### config.mk
export PLATFORM = sky130hd
export DESIGN_NAME = ex_muldiv
export DESIGN_NICKNAME = d
export VERILOG_FILES = /design/src/rtl/ex_muldiv.sv
export SDC_FILE = /design/constraint.sdc
export NUM_CORES = 1
export LEC_CHECK = 0
export ABC_AREA = 1
export BUFFER_PORTS_ARGS = -buffer_cell sky130_fd_sc_hd__buf_2
export CORE_ASPECT_RATIO = 1.75
export CORE_MARGIN = 2
export CORE_UTILIZATION = 55
export DETAILED_ROUTE_END_ITERATION = 8
export GPL_TIMING_DRIVEN = 0
export HOLD_SLACK_MARGIN = 0.1
export PLACE_DENSITY = 0.79
export SLEW_MARGIN = 20
export SYNTH_ARGS = -nofsm -noshare
export SYNTH_HDL_FRONTEND = slang
export SYNTH_SLANG_ARGS = --single-unit
### constraint.sdc
create_clock -name i_clk -period 3.6 [get_ports i_clk]
set_input_delay 1.08 -clock i_clk [delete_from_list [all_inputs] [get_ports i_clk]]
set_output_delay 1.08 -clock i_clk [all_outputs]
set_load 0.03 [all_outputs]
### src/rtl/ex_muldiv.sv
// Iterative RV M-extension multiply/divide unit for the EX stage.
// Shift-add multiply / restoring divide, UNROLL bits per cycle, divide early-out and kill.
//   state | meaning
//   IDLE  | waiting for i_en; operand magnitudes and result sign latched on accept
//   CALC  | iterating, cnt cycles remaining
//   DONE  | result register valid, stall released for one cycle
module ex_muldiv #(
  parameter int XLEN   = 32,
  parameter int UNROLL = 1
) (
  input  logic            i_clk,
  input  logic            i_rst,
  input  logic            i_en,
  input  logic            i_kill,
  input  logic [XLEN-1:0] i_rs1,
  input  logic [XLEN-1:0] i_rs2,
  input  logic [2:0]      i_f3,
  output logic [XLEN-1:0] o_res,
  output logic            o_stall
);

  localparam int N  = XLEN / UNROLL;
  localparam int CW = $clog2(N + 1);
  localparam logic [XLEN-1:0] MIN_NEG = {1'b1, {(XLEN-1){1'b0}}};

  if (!((XLEN == 32 || XLEN == 64) && (UNROLL == 1 || UNROLL == 2 || UNROLL == 4) &&
        (XLEN % UNROLL == 0))) begin : g_bad_param
    $error("ex_muldiv: unsupported XLEN/UNROLL combination");
  end

  typedef enum logic [1:0] {IDLE, CALC, DONE} state_t;

  state_t            state, state_nxt;
  logic [CW-1:0]     cnt, cnt_nxt;
  logic [2:0]        op;
  logic              neg;
  logic [XLEN-1:0]   opnd, hi, lo, res;
  logic [XLEN-1:0]   hi_s, lo_s, res_fin;
  logic [XLEN:0]     acc;
  logic              ge;
  logic [2*XLEN-1:0] full;

  logic              in_div, s1_sgn, s2_sgn, s1_neg, s2_neg, neg_in, corner;
  logic [XLEN-1:0]   mag1, mag2, corner_res;

  // Operand decode for the accept cycle
  always_comb begin
    in_div     = i_f3[2];
    s1_sgn     = in_div ? ~i_f3[0] : (i_f3 != 3'b011);
    s2_sgn     = in_div ? ~i_f3[0] : ~i_f3[1];
    s1_neg     = s1_sgn & i_rs1[XLEN-1];
    s2_neg     = s2_sgn & i_rs2[XLEN-1];
    mag1       = s1_neg ? -i_rs1 : i_rs1;
    mag2       = s2_neg ? -i_rs2 : i_rs2;
    neg_in     = (in_div & i_f3[1]) ? s1_neg : (s1_neg ^ s2_neg);
    corner     = 1'b0;
    corner_res = '0;
    if (in_div && i_rs2 == '0) begin
      corner     = 1'b1;
      corner_res = i_f3[1] ? i_rs1 : '1;
    end else if (in_div && !i_f3[0] && i_rs1 == MIN_NEG && i_rs2 == '1) begin
      corner     = 1'b1;
      corner_res = i_f3[1] ? '0 : i_rs1;
    end
  end

  // hi:lo is the running product (multiply) or remainder:quotient (divide)
  always_comb begin
    hi_s = hi;
    lo_s = lo;
    acc  = '0;
    ge   = 1'b0;
    for (int k = 0; k < UNROLL; k++) begin
      if (op[2]) begin
        acc  = {hi_s, lo_s[XLEN-1]};
        ge   = (acc >= {1'b0, opnd});
        lo_s = {lo_s[XLEN-2:0], ge};
        hi_s = ge ? (acc[XLEN-1:0] - opnd) : acc[XLEN-1:0];
      end else begin
        acc  = lo_s[0] ? ({1'b0, hi_s} + {1'b0, opnd}) : {1'b0, hi_s};
        hi_s = acc[XLEN:1];
        lo_s = {acc[0], lo_s[XLEN-1:1]};
      end
    end
    full = neg ? -{hi_s, lo_s} : {hi_s, lo_s};
    if (!op[2]) begin
      res_fin = (op[1:0] == 2'b00) ? full[XLEN-1:0] : full[2*XLEN-1:XLEN];
    end else if (op[1]) begin
      res_fin = neg ? -hi_s : hi_s;
    end else begin
      res_fin = neg ? -lo_s : lo_s;
    end
  end

  always_comb begin
    state_nxt = state;
    cnt_nxt   = cnt;
    case (state)
      IDLE: begin
        if (i_en) begin
          if (corner) begin
            state_nxt = DONE;
          end else begin
            state_nxt = CALC;
            cnt_nxt   = CW'(N);
          end
        end
      end
      CALC: begin
        cnt_nxt = cnt - CW'(1);
        if (cnt_nxt == '0) state_nxt = DONE;
      end
      DONE:    state_nxt = IDLE;
      default: state_nxt = IDLE;
    endcase
    if (i_kill) begin
      state_nxt = IDLE;
      cnt_nxt   = '0;
    end
  end

  always_ff @(posedge i_clk) begin
    if (!i_rst) begin
      state <= IDLE;
      cnt   <= '0;
      res   <= '0;
    end else begin
      state <= state_nxt;
      cnt   <= cnt_nxt;
      if (state == IDLE && state_nxt == DONE) begin
        res <= corner_res;
      end else if (state == CALC && state_nxt == DONE) begin
        res <= res_fin;
      end
    end
  end

  // Datapath needs no reset: it is reloaded on every IDLE cycle
  always_ff @(posedge i_clk) begin
    if (state == IDLE) begin
      op   <= i_f3;
      neg  <= neg_in;
      hi   <= '0;
      opnd <= i_f3[2] ? mag2 : mag1;
      lo   <= i_f3[2] ? mag1 : mag2;
    end else if (state == CALC) begin
      hi <= hi_s;
      lo <= lo_s;
    end
  end

  assign o_res   = res;
  assign o_stall = i_en & ~i_kill & (state != DONE);

endmodule

==> key figures, run 1 <==
Logic synthesis
  • Mapped Nets: 3348
  • Sequential cell area fraction in the yosys report: 0.1920
  • Yosys warns: 0
  • Asr flop ratio synth: 0
  • Cell count after synthesis: 3204
  • Synth top area share: 0.1966
  • Synthesized area: 18140 um^2
  • Distinct cells, synth: 58
  • #FFs+latches synth: 140
  • Area leader, netlist: nand2_1
  • Syn_area_per_cell: 5.662 um^2
  • Post-synth top flop: dfxtp_1
  • EDFF count, synth: 68
  • Top post-synthesis cells by area: nand2_1 (20%), inv_1 (12%), edfxtp_1 (11%)

Floorplan
  • Die Y: 244.3 um
  • Starting Density: 0.5548
  • Width of the die: 141.3 um
  • Site Rows: 88
  • # IOs: 104

GRT
  • Largest net degree at the start of global routing: 34
  • Global-route wire length before repair: 162200 um
  • Grt total ovfl: 117
  • Overall routing resource usage: 0.6193
  • Number of global-route vias before repair: 24796

Placement
  • Post-Place Setup Slack: -1.789 ns
  • GP Congestion: 1.306
  • Port Buffer Count: 103
  • DP Wirelength: 73860 um

Clock tree
  • CTS Buf Count: 17
  • TritonCTS Sinks: 140
  • Root Buffer: clkbuf_16
  • Longest Clk Path Bufs: 2
  • H-tree levels: 4
  • Hold_buf cts: 0

Run status
  • Status: aborted with a tool error
  • Exit stage: 5_1_grt
  • Stop Error: [ERROR GRT-0116] Global routing finished with congestion. Check the congestion regions in the DRC Viewer.
-- per-layer routing --
metal  GRT overflow  track usage
met1              0       0.5881
met5              0      0.01170
met4             45       0.7003
met3              0       0.3264
met2             72       0.8893
-- repair_timing --
item | in CTS
setup buffers | 81
pin swaps | 86
endpoints found under the hold margin | 0
gates resized for setup | 307
endpoints found under the setup margin | 55
gates cloned | 4
-- cell usage after synthesis (all sizes together) (4+ instances only) --
master / instances
a21oi: 150
a31oi: 4
buf: 42
clkbuf: 69
dfxtp: 72
edfxtp: 68
ha: 71
inv: 576
nand2: 983
nand3: 263
nand3b: 12
nand4: 39
nor2: 313
nor3: 30
nor4: 7
o211ai: 31
o21ai: 253
o21bai: 10
o22ai: 44
o31ai: 11
or2: 19
xnor2: 21
xor2: 96
-- stage by stage --
stage	cell area [um^2]	setup TNS, ns	cells
2_1_floorplan	18150	0	3204
3_3_place_gp	19170	-57.97	3712
3_5_place_dp	19220	-61.09	3714
4_1_cts	21630	-7.424	3829
-- cells by family after synthesis --
group	Yosys count	synth area share
flip-flops	140	0.1920
XOR/XNOR	117	0.05648
AND/OR/NAND/NOR	1670	0.3948
buffers and inverters	689	0.1474
AO/OA/AOI/OAI	514	0.1576
multiplexers	1	0.0005517
adder cells (fa/ha/maj)	73	0.05117
==> run 2, diff against run 1 <==
Settings changed: CORE_ASPECT_RATIO 1.75 to unset, CORE_UTILIZATION 55 to 40, HOLD_SLACK_MARGIN 0.1 to unset, PLACE_DENSITY 0.79 to unset, PLACE_DENSITY_LB_ADDON set to 0.15.
Clock period 3.6 ns to 4.7 ns, I/O delays scaled along.
==> run 2 against run 1 <==
The flow now finishes without violations. Synthesized area is the same. Synthesized cell count unchanged.
==> key figures, run 2 <==
Run status
  • Status: finished, final reports clean

Worst setup path
  • Max stage delay on crit path: 0.53 ns
  • CP max stage cell: edfxtp_1
  • Setup crit end kind: flip-flop
  • Critical Path Start Type: flip-flop
  • Setup CP Type: reg -> reg
  • Reg2Reg Depth: 32
  • Critical Path Fanout Max: 5
  • Crit-path most repeated cell: nand2_2
  • CP arrival: 5.02 ns
  • R2r endpoint: o_res[28]
  • Worst EP required: 5.05 ns
  • FF-to-FF setup slack: 0.03 ns
  • Reg2reg start: opnd[26]

Logic synthesis
  • Synthesized area: 18140 um^2
  • Commonest cells post-synth: nand2_1 (950), inv_1 (562), nor2_1 (284)
  • Top post-synthesis cells by area: nand2_1 (20%), inv_1 (12%), edfxtp_1 (11%)
  • Yosys warns: 0
  • Syn_area_per_cell: 5.662 um^2
  • Asr flop ratio synth: 0
  • #FFs+latches synth: 140
  • Mapped Nets: 3348
  • Synth top area share: 0.1966
  • Post-synth top flop: dfxtp_1
  • Distinct cells, synth: 58
  • Most common cell in the netlist: nand2_1
  • Cell count after synthesis: 3204
  • Sequential cell area fraction in the yosys report: 0.1920
  • EDFF count, synth: 68
  • Area leader, netlist: nand2_1

Pwr
  • Total power: 5.832 mW
  • Leakage: 10.88 nW
  • Pwr/cell area: 277.7 nW/um^2
  • Highest ir drop seen on vdd: 0.0002061 V

Finish
  • Diodes inserted: 0
  • Post-layout util: 0.4658
  • Fin area: 21000 um^2
  • Nets@finish: 3513
  • Share of layout cells above drive strength 1: 0.1310
  • Layout area overhead: 15.77%
  • Most frequent cells in the layout: nand2_1 (921), inv_1 (538), nor2_1 (280), nand3_1 (245), o21ai_0 (234)
  • Commonest non-fill, non-tap cell in the layout: nand2_1

Timing
  • Setup TNS: 0 ns
  • Slew Limit Headroom: 0.2916
  • Final setup viols: 0
  • Final Max Slew Viols: 0
  • Hold Fails Final Rpt: 0
  • Final period utilization: 0.9935
  • Final Skew: 0.01430 ns
  • Final Critical Period: 4.669 ns
  • Worst Slack Setup Final: 0.03062 ns
  • Slew @ Worst Pin: 1.051 ns
  • FMAX: 214.2 MHz

Detailed routing
  • Drt via density: 5.511
  • # DRC: 0
  • Routed via count: 21946
  • Detail Route Antenna Nets: 0
  • DRT iter0 DRCs: 2017
  • Drt wl/cell: 22.22 um
  • First-pass DRT Iterations: 7
  • Post-Route WL: 88480 um

Hold path
  • Hold_sp: cnt[4]
  • Worst hold path type: reg -> reg
  • Hold depth: 2
  • Worst hold endpoint: cnt[4]

GRT
  • Largest net degree at the start of global routing: 34
  • Initial antenna violation count: 1
  • Grt total ovfl: 0
  • Global-route wire length before repair: 129300 um
  • Overall routing resource usage: 0.3733
  • Number of global-route vias before repair: 20801

Floorplan
  • Starting Density: 0.4024
  • Core ar.: 45090 um^2
  • Width of the die: 217.0 um
  • # IOs: 104
  • Die area: 47080 um^2
  • Die Y: 217.0 um
  • Site Rows: 78

Clock tree
  • TritonCTS clock tree: yes
  • TritonCTS Sinks: 140
  • H-tree levels: 4
  • Root Buffer: clkbuf_16
  • Longest Clk Path Bufs: 2
  • Hold_buf cts: 0
  • Worst-path clk slew: 0.07 ns
  • Clock latency on the worst-skew pair: 0.46 ns
  • CTS Buf Count: 17

Placement
  • Post-Place Cell Area: 19460 um^2
  • Port Buffer Count: 103
  • GP Congestion: 1.056
  • DP Wirelength: 74630 um
  • Post-Place Setup Slack: -1.046 ns

Job
  • Max-cap viol count: 0
## run 2: layout make-up
class	count	area, um^2
tap	600	750.7
timing repair buffer	147	894.6
sequential	140	3493
buffer	110	505.5
fill	5025	24090
clock buffer	18	429.2
multi-input combinational	2375	12580
inverter	578	2176
clock inverter	14	172.7
## run 2: where the power goes
group	internal (mW)	total [mW]	switching, mW
Sequential	1.40	1.51	0.116
Combinational	0.849	2.91	2.06
Clock	0.804	1.41	0.601
## run 2: timing repair
item / 4_1_cts / 5_1_grt
endpoints found under the setup margin: 16 / 22
buffers inserted: 14 / 28
pin swaps: 8 / 26
resized for setup: 24 / 129
## run 2: metal layers
layer  part of all wire  GRT usage  routed length, um  vias up
met1               0.41     0.4615              35850    10170
met5            0.00012          0                 11        -
li1                   -          -                  -    10524
met4              0.065     0.2030               5709        2
met3              0.083    0.07268               7386      232
met2               0.45     0.6113              39520     1018
## run 2: how the worst max path moves through the flow
stage | startpoint | to | slack, ns | cells after the start
after floorplan | i_rs1[0] | o_res[21] | 0.83 | 20
after global placement | opnd[30] | o_res[22] | -1.04 | 29
after detailed placement | opnd[30] | o_res[22] | -1.05 | 29
after CTS | opnd[14] | o_res[22] | 0.04 | 28
after global routing | opnd[8] | o_res[28] | -0.06 | 34
final | opnd[26] | o_res[28] | 0.03 | 32
## run 2: logic make-up (layout without fill, tap and decap cells)
kind of cell / after synthesis / in the layout / share of synthesized area
muxes: 1 / 1 / 0.0005517
xor gates and xnor gates: 117 / 117 / 0.05648
adders and majority gates: 73 / 73 / 0.05117
and+or+nand+nor: 1670 / 1670 / 0.3948
AOI/OAI and AO/OA: 514 / 514 / 0.1576
DFF: 140 / 140 / 0.1920
buffers and inverters: 689 / 867 / 0.1474
## run 2: critical path: cells and delay by family (launching register included)
family | cells | cell delay, ns
compound gates | 3 | 0.41
fa+ha+maj | 2 | 0.39
simple gates | 22 | 2.63
buf+inv | 5 | 0.59
flops | 1 | 0.53
## run 2: per-stage QoR
stage                     hold slack, ns  instances
final                             0.4856       3982
after global routing              0.5055       3982
after CTS                         0.4844       3955
after detailed placement          0.4746       3909
after global placement            0.4506       3907
after floorplan                   0.4399       3204
(Power assumes the default switching activity.)
